## config.mk

```make
export PLATFORM = sky130hd
export DESIGN_NAME = pipe_ctrl
export DESIGN_NICKNAME = d
export VERILOG_FILES = /design/src/rtl/pipe_ctrl.sv
export SDC_FILE = /design/constraint.sdc
export NUM_CORES = 1
export LEC_CHECK = 0
export ABC_AREA = 1
export CAP_MARGIN = 10
export CELL_PAD_IN_SITES_DETAIL_PLACEMENT = 1
export CELL_PAD_IN_SITES_GLOBAL_PLACEMENT = 2
export CORE_MARGIN = 1.5
export CORE_UTILIZATION = 23
export DETAILED_ROUTE_END_ITERATION = 8
export PLACE_DENSITY_LB_ADDON = 0.1
export SYNTH_ARGS = -nofsm -noshare
export SYNTH_HDL_FRONTEND = slang
export SYNTH_SLANG_ARGS = --single-unit
```

## constraint.sdc

```tcl
create_clock -name clk -period 2 [get_ports clk]
set_input_delay 0.5 -clock clk [delete_from_list [all_inputs] [get_ports clk]]
set_output_delay 0.5 -clock clk [all_outputs]
set_load 0.02 [all_outputs]
```

## src/rtl/pipe_ctrl.sv

```systemverilog
// Pipeline control for the 5-stage Y86 core: stall/bubble generation for the
// F, F/D, D/E, E/M and M/W registers, data-memory freeze with timeout, sticky halt.
module pipe_ctrl #(
    parameter int MEM_TIMEOUT = 16,
    parameter int RET_BUBBLES = 3
) (
    input  logic       clk,
    input  logic       rst,
    input  logic [3:0] D_icode,
    input  logic [3:0] d_srcA,
    input  logic [3:0] d_srcB,
    input  logic [3:0] E_icode,
    input  logic [3:0] E_dstM,
    input  logic       e_Cnd,
    input  logic [3:0] M_icode,
    input  logic       dmem_ready,
    input  logic       W_halt,
    output logic       F_stall,
    output logic       D_stall,
    output logic       D_bubble,
    output logic       E_stall,
    output logic       E_bubble,
    output logic       M_stall,
    output logic       M_bubble,
    output logic       W_stall,
    output logic       halted,
    output logic       mem_err
);

    localparam logic [3:0] I_MRMOVL = 4'h5;
    localparam logic [3:0] I_JXX    = 4'h7;
    localparam logic [3:0] I_RET    = 4'h9;
    localparam logic [3:0] I_POPL   = 4'hB;
    localparam logic [3:0] RNONE    = 4'hF;

    localparam logic [1:0] RET_LOAD    = 2'(RET_BUBBLES - 1);
    localparam logic [8:0] TIMEOUT_LIM = 9'(MEM_TIMEOUT);

    typedef enum logic [1:0] {
        RUN      = 2'd0,
        RET_HOLD = 2'd1,
        MEM_WAIT = 2'd2,
        HALTED   = 2'd3
    } state_t;

    state_t     state_q, state_n;
    logic [1:0] ret_cnt_q, ret_cnt_n;
    logic [7:0] wait_cnt_q, wait_cnt_n;
    logic       halted_q, halted_n;
    logic       mem_err_q, mem_err_n;

    logic       mem_freeze;
    logic       mispredict;
    logic       load_use;
    logic [8:0] wait_inc;

    function automatic logic is_memop(input logic [3:0] icode);
        case (icode)
            4'h4, 4'h5, 4'h8, 4'h9, 4'hA, 4'hB: is_memop = 1'b1;
            default:                            is_memop = 1'b0;
        endcase
    endfunction

    function automatic logic is_load_use(input logic [3:0] e_icode, input logic [3:0] e_dstm,
                                         input logic [3:0] src_a, input logic [3:0] src_b);
        is_load_use = ((e_icode == I_MRMOVL) || (e_icode == I_POPL)) &&
                      (e_dstm != RNONE) && ((e_dstm == src_a) || (e_dstm == src_b));
    endfunction

    assign mem_freeze = is_memop(M_icode) && !dmem_ready;
    assign mispredict = (E_icode == I_JXX) && !e_Cnd;
    assign load_use   = is_load_use(E_icode, E_dstM, d_srcA, d_srcB);
    // Widened so a count at 255 cannot wrap before the timeout compare.
    assign wait_inc   = {1'b0, wait_cnt_q} + 9'd1;

    always_ff @(posedge clk or negedge rst) begin
        if (!rst) begin
            state_q    <= RUN;
            ret_cnt_q  <= 2'd0;
            wait_cnt_q <= 8'd0;
            halted_q   <= 1'b0;
            mem_err_q  <= 1'b0;
        end else begin
            state_q    <= state_n;
            ret_cnt_q  <= ret_cnt_n;
            wait_cnt_q <= wait_cnt_n;
            halted_q   <= halted_n;
            mem_err_q  <= mem_err_n;
        end
    end

    always_comb begin
        F_stall    = 1'b0;
        D_stall    = 1'b0;
        D_bubble   = 1'b0;
        E_stall    = 1'b0;
        E_bubble   = 1'b0;
        M_stall    = 1'b0;
        M_bubble   = 1'b0;
        W_stall    = 1'b0;
        state_n    = state_q;
        ret_cnt_n  = ret_cnt_q;
        wait_cnt_n = 8'd0;
        halted_n   = halted_q;
        mem_err_n  = mem_err_q;

        if (!rst) begin
            D_bubble = 1'b1;
            E_bubble = 1'b1;
            M_bubble = 1'b1;
        end else if (state_q == HALTED) begin
            F_stall = 1'b1;
            D_stall = 1'b1;
            E_stall = 1'b1;
            M_stall = 1'b1;
            W_stall = 1'b1;
        end else if (mem_freeze) begin
            // Everything up to E/M holds; the write-back instruction still retires.
            F_stall    = 1'b1;
            D_stall    = 1'b1;
            E_stall    = 1'b1;
            M_stall    = 1'b1;
            wait_cnt_n = wait_inc[7:0];
            if (wait_inc >= TIMEOUT_LIM) begin
                state_n   = HALTED;
                mem_err_n = 1'b1;
            end else begin
                state_n = MEM_WAIT;
            end
        end else if (W_halt) begin
            M_bubble = 1'b1;
            W_stall  = 1'b1;
            state_n  = HALTED;
            halted_n = 1'b1;
        end else if (mispredict) begin
            // The squashed path may hold a ret in D; it must not start a hold.
            D_bubble  = 1'b1;
            E_bubble  = 1'b1;
            ret_cnt_n = 2'd0;
            state_n   = RUN;
        end else if (load_use) begin
            F_stall  = 1'b1;
            D_stall  = 1'b1;
            E_bubble = 1'b1;
            state_n  = (ret_cnt_q != 2'd0) ? RET_HOLD : RUN;
        end else if (ret_cnt_q != 2'd0) begin
            F_stall   = 1'b1;
            D_bubble  = 1'b1;
            ret_cnt_n = ret_cnt_q - 2'd1;
            state_n   = (ret_cnt_q == 2'd1) ? RUN : RET_HOLD;
        end else if (D_icode == I_RET) begin
            F_stall   = 1'b1;
            D_bubble  = 1'b1;
            ret_cnt_n = RET_LOAD;
            state_n   = (RET_LOAD != 2'd0) ? RET_HOLD : RUN;
        end else begin
            state_n = RUN;
        end
    end

    assign halted  = halted_q;
    assign mem_err = mem_err_q;

endmodule

```

=== After elaboration in Yosys (flattened, before gate mapping) ===
Cells that the tools add are included.

* Bits in registers: 14
* Input port bits: 29
* Output and inout bits: 10
* Word-level logic and storage cells: 93

* Add/sub/neg operators: 2
* $lt $le $gt $ge: 1
* Eq/ne operators: 16
* Muxes and demuxes: 51
* Bitwise gates (word level): 3
* Reduce and logical (&&, ||, !) cells: 15

{| class="wikitable"
|+ Operators by type and width
! cell !! count
|-
| $mux W1 || 42
|-
| $eq A4 B4 Y1 const B || 6
|-
| $mux W8 || 3
|-
| $eq A4 B3 Y1 const B || 4
|-
| $mux W2 || 6
|-
| $add A8 B1 Y9 const B || 1
|-
| $ge A9 B5 Y1 const B || 1
|-
| $eq A4 B4 Y1 || 2
|-
| $reduce_and A4 Y1 || 2
|-
| $reduce_and A6 Y1 || 1
|-
| $reduce_or A6 Y1 || 1
|-
| $logic_and A1 B1 Y1 || 4
|-
| $ne A4 B4 Y1 const B || 1
|-
| $not A1 Y1 || 3
|-
| $reduce_bool A3 Y1 || 1
|-
| $eq A2 B1 Y1 const B || 1
|-
| $eq A2 B2 Y1 const B || 1
|-
| $logic_not A1 Y1 || 2
|-
| $logic_or A1 B1 Y1 || 2
|-
| $ne A2 B2 Y1 const B || 1
|-
| $reduce_and A2 Y1 || 1
|-
| $reduce_bool A2 Y1 || 1
|-
| $sub A2 B1 Y2 const B || 1
|}

=== Depth between registers and ports, before layout ===
* Depth after elaboration: 10
* Mapped depth: 12
* Depth with buffers taken out: 12

=== Worst setup path after synthesis ===
OpenSTA, ideal clock, no wires.

* Path type: input-to-output
* Start point: in M_icode[3]
* End point: out F_stall
* Arrival: 1.654 ns
* Data required time: 1.500 ns
* Slack: -0.154 ns
* Stages: 7
* Path buffers: 0
* Cells stage by stage: inv_1 -> nand3_1 -> a21oi_1 -> inv_1 -> a21oi_1 -> inv_1 -> o21ai_0

* Word-level cells in the longest chain between the ends: 7
* Elaborated cells on any way between the ends: 12
* Those cells by class: 6 x eq/ne; 4 x mux; 2 x reduce/logical

{| class="wikitable"
|+ Ends and longest elaborated chain
! item !! RTL line !! text
|-
| start, declared || 15 || <nowiki>input logic [3:0] M_icode,</nowiki>
|-
| $eq A4 B3 Y1 or $eq A4 B4 Y1 (tied branches) || 58 || <nowiki>case (icode)</nowiki>
|-
| $reduce_or A6 Y1 (*) || 58 ||
|-
| $mux W1 (*) || 58 ||
|-
| $logic_and A1 B1 Y1 (*) || 70 || <nowiki>assign mem_freeze = is_memop(M_icode) && !dmem_ready;</nowiki>
|-
| $mux W1 (*) || 117 || <nowiki>end else if (mem_freeze) begin</nowiki>
|-
| $mux W1 (*) || 111 || <nowiki>end else if (state_q == HALTED) begin</nowiki>
|-
| $mux W1 (*) || 107 || <nowiki>if (!rst) begin</nowiki>
|-
| end, declared || 18 || <nowiki>output logic F_stall,</nowiki>
|}

Mark *: on every way between the ends. The rest lies on a longest branch, timed or not.

=== Final worst setup path ===
* Start point: in E_icode[3]
* End point: out D_stall

* Word-level cells in the longest chain between the ends: 10
* Elaborated cells on any way between the ends: 13
* Those cells by class: 3 x eq/ne; 6 x mux; 4 x reduce/logical

{| class="wikitable"
|+ Ends and longest elaborated chain
! item !! RTL line !! text
|-
| start, declared || 12 || <nowiki>input logic [3:0] E_icode,</nowiki>
|-
| $eq A4 B3 Y1 or $eq A4 B4 Y1 (tied branches) || 66 || <nowiki>is_load_use = ((e_icode == I_MRMOVL) || (e_icode == I_POPL)) &&</nowiki>
|-
| $logic_or A1 B1 Y1 || 66 ||
|-
| $logic_and A1 B1 Y1 || 66 ||
|-
| $logic_and A1 B1 Y1 || 67 || <nowiki>(e_dstm != RNONE) && ((e_dstm == src_a) || (e_dstm == src_b));</nowiki>
|-
| $mux W1 || 141 || <nowiki>end else if (load_use) begin</nowiki>
|-
| $mux W1 (*) || 135 || <nowiki>end else if (mispredict) begin</nowiki>
|-
| $mux W1 (*) || 130 || <nowiki>end else if (W_halt) begin</nowiki>
|-
| $mux W1 (*) || 117 ||
|-
| $mux W1 (*) || 111 ||
|-
| $mux W1 (*) || 107 ||
|-
| end, declared || 19 || <nowiki>output logic D_stall,</nowiki>
|}

Marked as above.

==> impl_results.rst <==
.. list-table::
   :header-rows: 1

   * - Metric
     - Value
   * - Result of the run
     - completed
   * - Unique cell type count in the Yosys netlist
     - 25
   * - Setup skew after layout
     - 0.00390 ns
   * - Largest net degree at the start of global routing
     - 19
   * - Max transition margin
     - 0.848
   * - Tcrit/Tclk final
     - 0.975
   * - Flops & latches, synth
     - 14
   * - GRT overflow
     - 0
   * - Max clock buf depth
     - 2
   * - Cell internal power dissipation
     - 802 uW
   * - Critical R2R Launch
     - wait_cnt_q[0]$_DFF_PN0_
   * - Clock network fraction of total power
     - 0.222
   * - Slew at the pin closest to its max-slew limit
     - 0.228 ns
   * - Core Rows
     - 25
   * - Maximum fanout encountered on the critical timing path
     - 4
   * - Placer Congestion
     - 0.789
   * - Max-capacitance violation count
     - 0
   * - Wire length of the first global-routing pass
     - 5980 um
   * - Number of fill cells
     - 607
   * - Hold/Removal Path Class
     - in2async
   * - Relative area change from synthesis to final layout
     - 68.6%
   * - Area leader, netlist
     - dfrtp_1
   * - Net Sw Power
     - 443 uW
   * - Total GRT Usage
     - 0.144
   * - Largest cells by area after synthesis
     - dfrtp_1 (31%), nand2_1 (19%), inv_1 (11%), nor2_1 (6.0%), ha_1 (4.4%)
   * - Total vias in the final route
     - 1306
   * - Power share of the combinational group
     - 0.502
   * - Net count after synthesis
     - 211
   * - Type of element capturing the critical path
     - output port
   * - Critical register-to-register path endpoint
     - state_q[0]$_DFFE_PN0P_
   * - Req. time, crit path
     - 1.50 ns
   * - Switching power as a share of total power
     - 0.356
   * - Count of warnings emitted by yosys
     - 0
   * - Post-DRT Antenna Nets
     - 0
   * - Level count of the clock H-tree
     - 1
   * - Logic depth of the worst register-to-register path
     - 12
   * - WL/cell
     - 11.4 um
   * - Final worst slack
     - 0.0502 ns
   * - Arr. time, crit path
     - 1.45 ns
   * - Setup repair after global routing missed its margin
     - yes
   * - Inserted Clock Buffers
     - 3
   * - Die extent in x
     - 73.0 um
   * - Sequential cell area fraction in the yosys report
     - 0.311
   * - Antenna violations before repair
     - 0
   * - Worst path max stage delay
     - 0.17 ns
   * - Root Buffer
     - clkbuf_8
   * - Worst setup SP type
     - input pin
   * - Clock tree from TritonCTS
     - built
   * - Routed Wire Length
     - 3570 um
   * - Cell breakdown of the critical path
     - buf_6 > inv_4 > nand2_4 > o21ai_2 > inv_1 > nor2_4 > nand2_4 > o31ai_4 > buf_6
   * - Post-placement setup slack
     - -1.09 ns
   * - Die Y-Extent
     - 73.0 um
   * - Number of top-level pins
     - 39
   * - Power, Total
     - 1.24 mW
   * - Gate count after technology mapping
     - 178
   * - Iter 0 DRT Violations
     - 23
   * - Highest clock rate
     - 0.513 GHz
   * - Number of endpoints failing setup at the final stage
     - 0
   * - Count of hold buffers inserted by post-cts repair
     - 0
   * - Util after Layout
     - 0.402
   * - Buffers on Ports
     - 37
   * - Clock transition at path regs
     - 0.06 ns
   * - Worst setup path category
     - in2out
   * - Number of antenna repair diodes
     - 0
   * - Share of the synthesized area in the top cell type
     - 0.311
   * - Clock insertion delay at the later pin of the skew report
     - 0.24 ns
   * - Highest ir drop seen on vdd
     - 0.185 mV
   * - Worst reg-to-reg setup slack
     - 0.43 ns
   * - Hold violation count in the final report
     - 0
   * - Leakage
     - 1.01 nW
   * - Number of detailed-route iterations in the first pass
     - 4
   * - Average instance area after synthesis
     - 6.33 um2
   * - Final net count
     - 279
   * - Initial Utilization
     - 0.238
   * - Final HPWL from detailed placement
     - 2760 um
   * - Synthesized area
     - 1130 um2
   * - Die Area
     - 5320 um2
   * - Relative contribution of sequential cells to total power
     - 0.276
   * - Count of final max-slew check failures
     - 0
   * - Power density cells
     - 656 nW/um2
   * - Slowest library cell on the worst path
     - o31ai_4
   * - Number of remaining DRC errors
     - 0
   * - Clock net sink count
     - 14
   * - Average vias per placed instance
     - 4.19
   * - Vias in the first global route
     - 1396
   * - Share of post-route cells with drive strength above 1
     - 0.445
   * - Core Area
     - 4720 um2
   * - Minimum clock period after layout
     - 1.95 ns
[layout by cell type, fill, tap and decap left out, types with 5 or more instances in the layout]
cell type       n
dlygate4sd2_1   5
o21ai_1         5
nand3_2         5
buf_2          13
buf_4          27
nor2_2          6
a21oi_1         7
nor2_1         14
inv_2          14
inv_1          21
buf_6          11
nand3_1         8
nand2_2         9
dfrtp_1        14
nand2_1        47
[metrics by stage]
stage | area (um2) | TNS (ns) | hold slack [ns] | instances
global route | 1900 | -0.110 | 0.368 | 312
floorplan | 1130 | -0.0295 | 0.204 | 178
finish | 1900 | 0 | 0.357 | 312
global placement | 1710 | -7.18 | 0.449 | 298
CTS | 1830 | -0.0123 | 0.362 | 308
detailed placement | 1710 | -8.30 | 0.453 | 298
[metal layers]
layer  track usage  vias up  share of wire
met4        0.0231        0         0.0067
met2         0.280       28           0.56
li1              -      673              -
met5             0        -              0
met1         0.156      601           0.40
met3        0.0387        4          0.037
[sequential cells by signal, indices dropped and copies added, names as in the netlist]
register	cells
halted	1
mem_err	1
ret_cnt_q	2
state_q	2
wait_cnt_q	8
[power by group through the flow]
| stage | clock, mW | sequential (mW) | combinational [mW] |
|---|---|---|---|
| final | 0.276 | 0.343 | 0.625 |
| after global routing | 0.299 | 0.348 | 0.705 |
| after detailed placement | 0 | 0.348 | 0.547 |
| after CTS | 0.289 | 0.343 | 0.561 |
| after global placement | 0 | 0.345 | 0.531 |
| after floorplan | 0 | 0.347 | 0.270 |
[area by class of cell]
| type | count | area [um2] | area share |
|---|---|---|---|
| Multi-Input combinational cell | 126 | 744 | 0.392 |
| Inverter | 37 | 144 | 0.0758 |
| Timing Repair Buffer | 64 | 520 | 0.274 |
| Sequential cell | 14 | 350 | 0.185 |
| Clock buffer | 4 | 55.1 | 0.0290 |
| Tap cell | 67 | 83.8 | 0.0442 |
[worst max-delay path, delay by kind of cell]
| kind | cells | cell delay (ns) |
|---|---|---|
| AO/OA/AOI/OAI | 2 | 0.28 |
| buffers and inverters | 4 | 0.38 |
| AND/OR/NAND/NOR | 3 | 0.29 |
[kinds of logic after synthesis]
logic type,synth area share
xor+xnor,0.00778
fa+ha+maj,0.0444
buf+inv,0.130
simple gates,0.407
flops,0.311
compound gates,0.100
[repair_timing]
item,in CTS,in global routing
pin swaps,34,17
hold endpoints to repair,0,0
gates resized for setup,163,18
endpoints found under the setup margin,8,8
setup buffers,6,4
[synth_stat cells (all sizes together)]
cell / number
a21boi: 1
a21oi: 9
buf: 1
dfrtp: 14
ha: 4
inv: 37
nand2: 60
nand3: 13
nor2: 22
nor3: 2
nor3b: 1
o21ai: 9
o21bai: 1
o31ai: 1
or2: 2
xor2: 1
[worst max path at each step]
stage,startpoint,end,cells after the start
6_report,E_icode[3],D_stall,9
5_1_grt,E_icode[3],F_stall,9
4_1_cts,E_dstM[3],D_stall,10
3_5_place_dp,E_dstM[2],D_stall,10
3_3_place_gp,E_dstM[2],D_stall,10
2_1_floorplan,M_icode[3],F_stall,7
(Power assumes the default switching activity.)
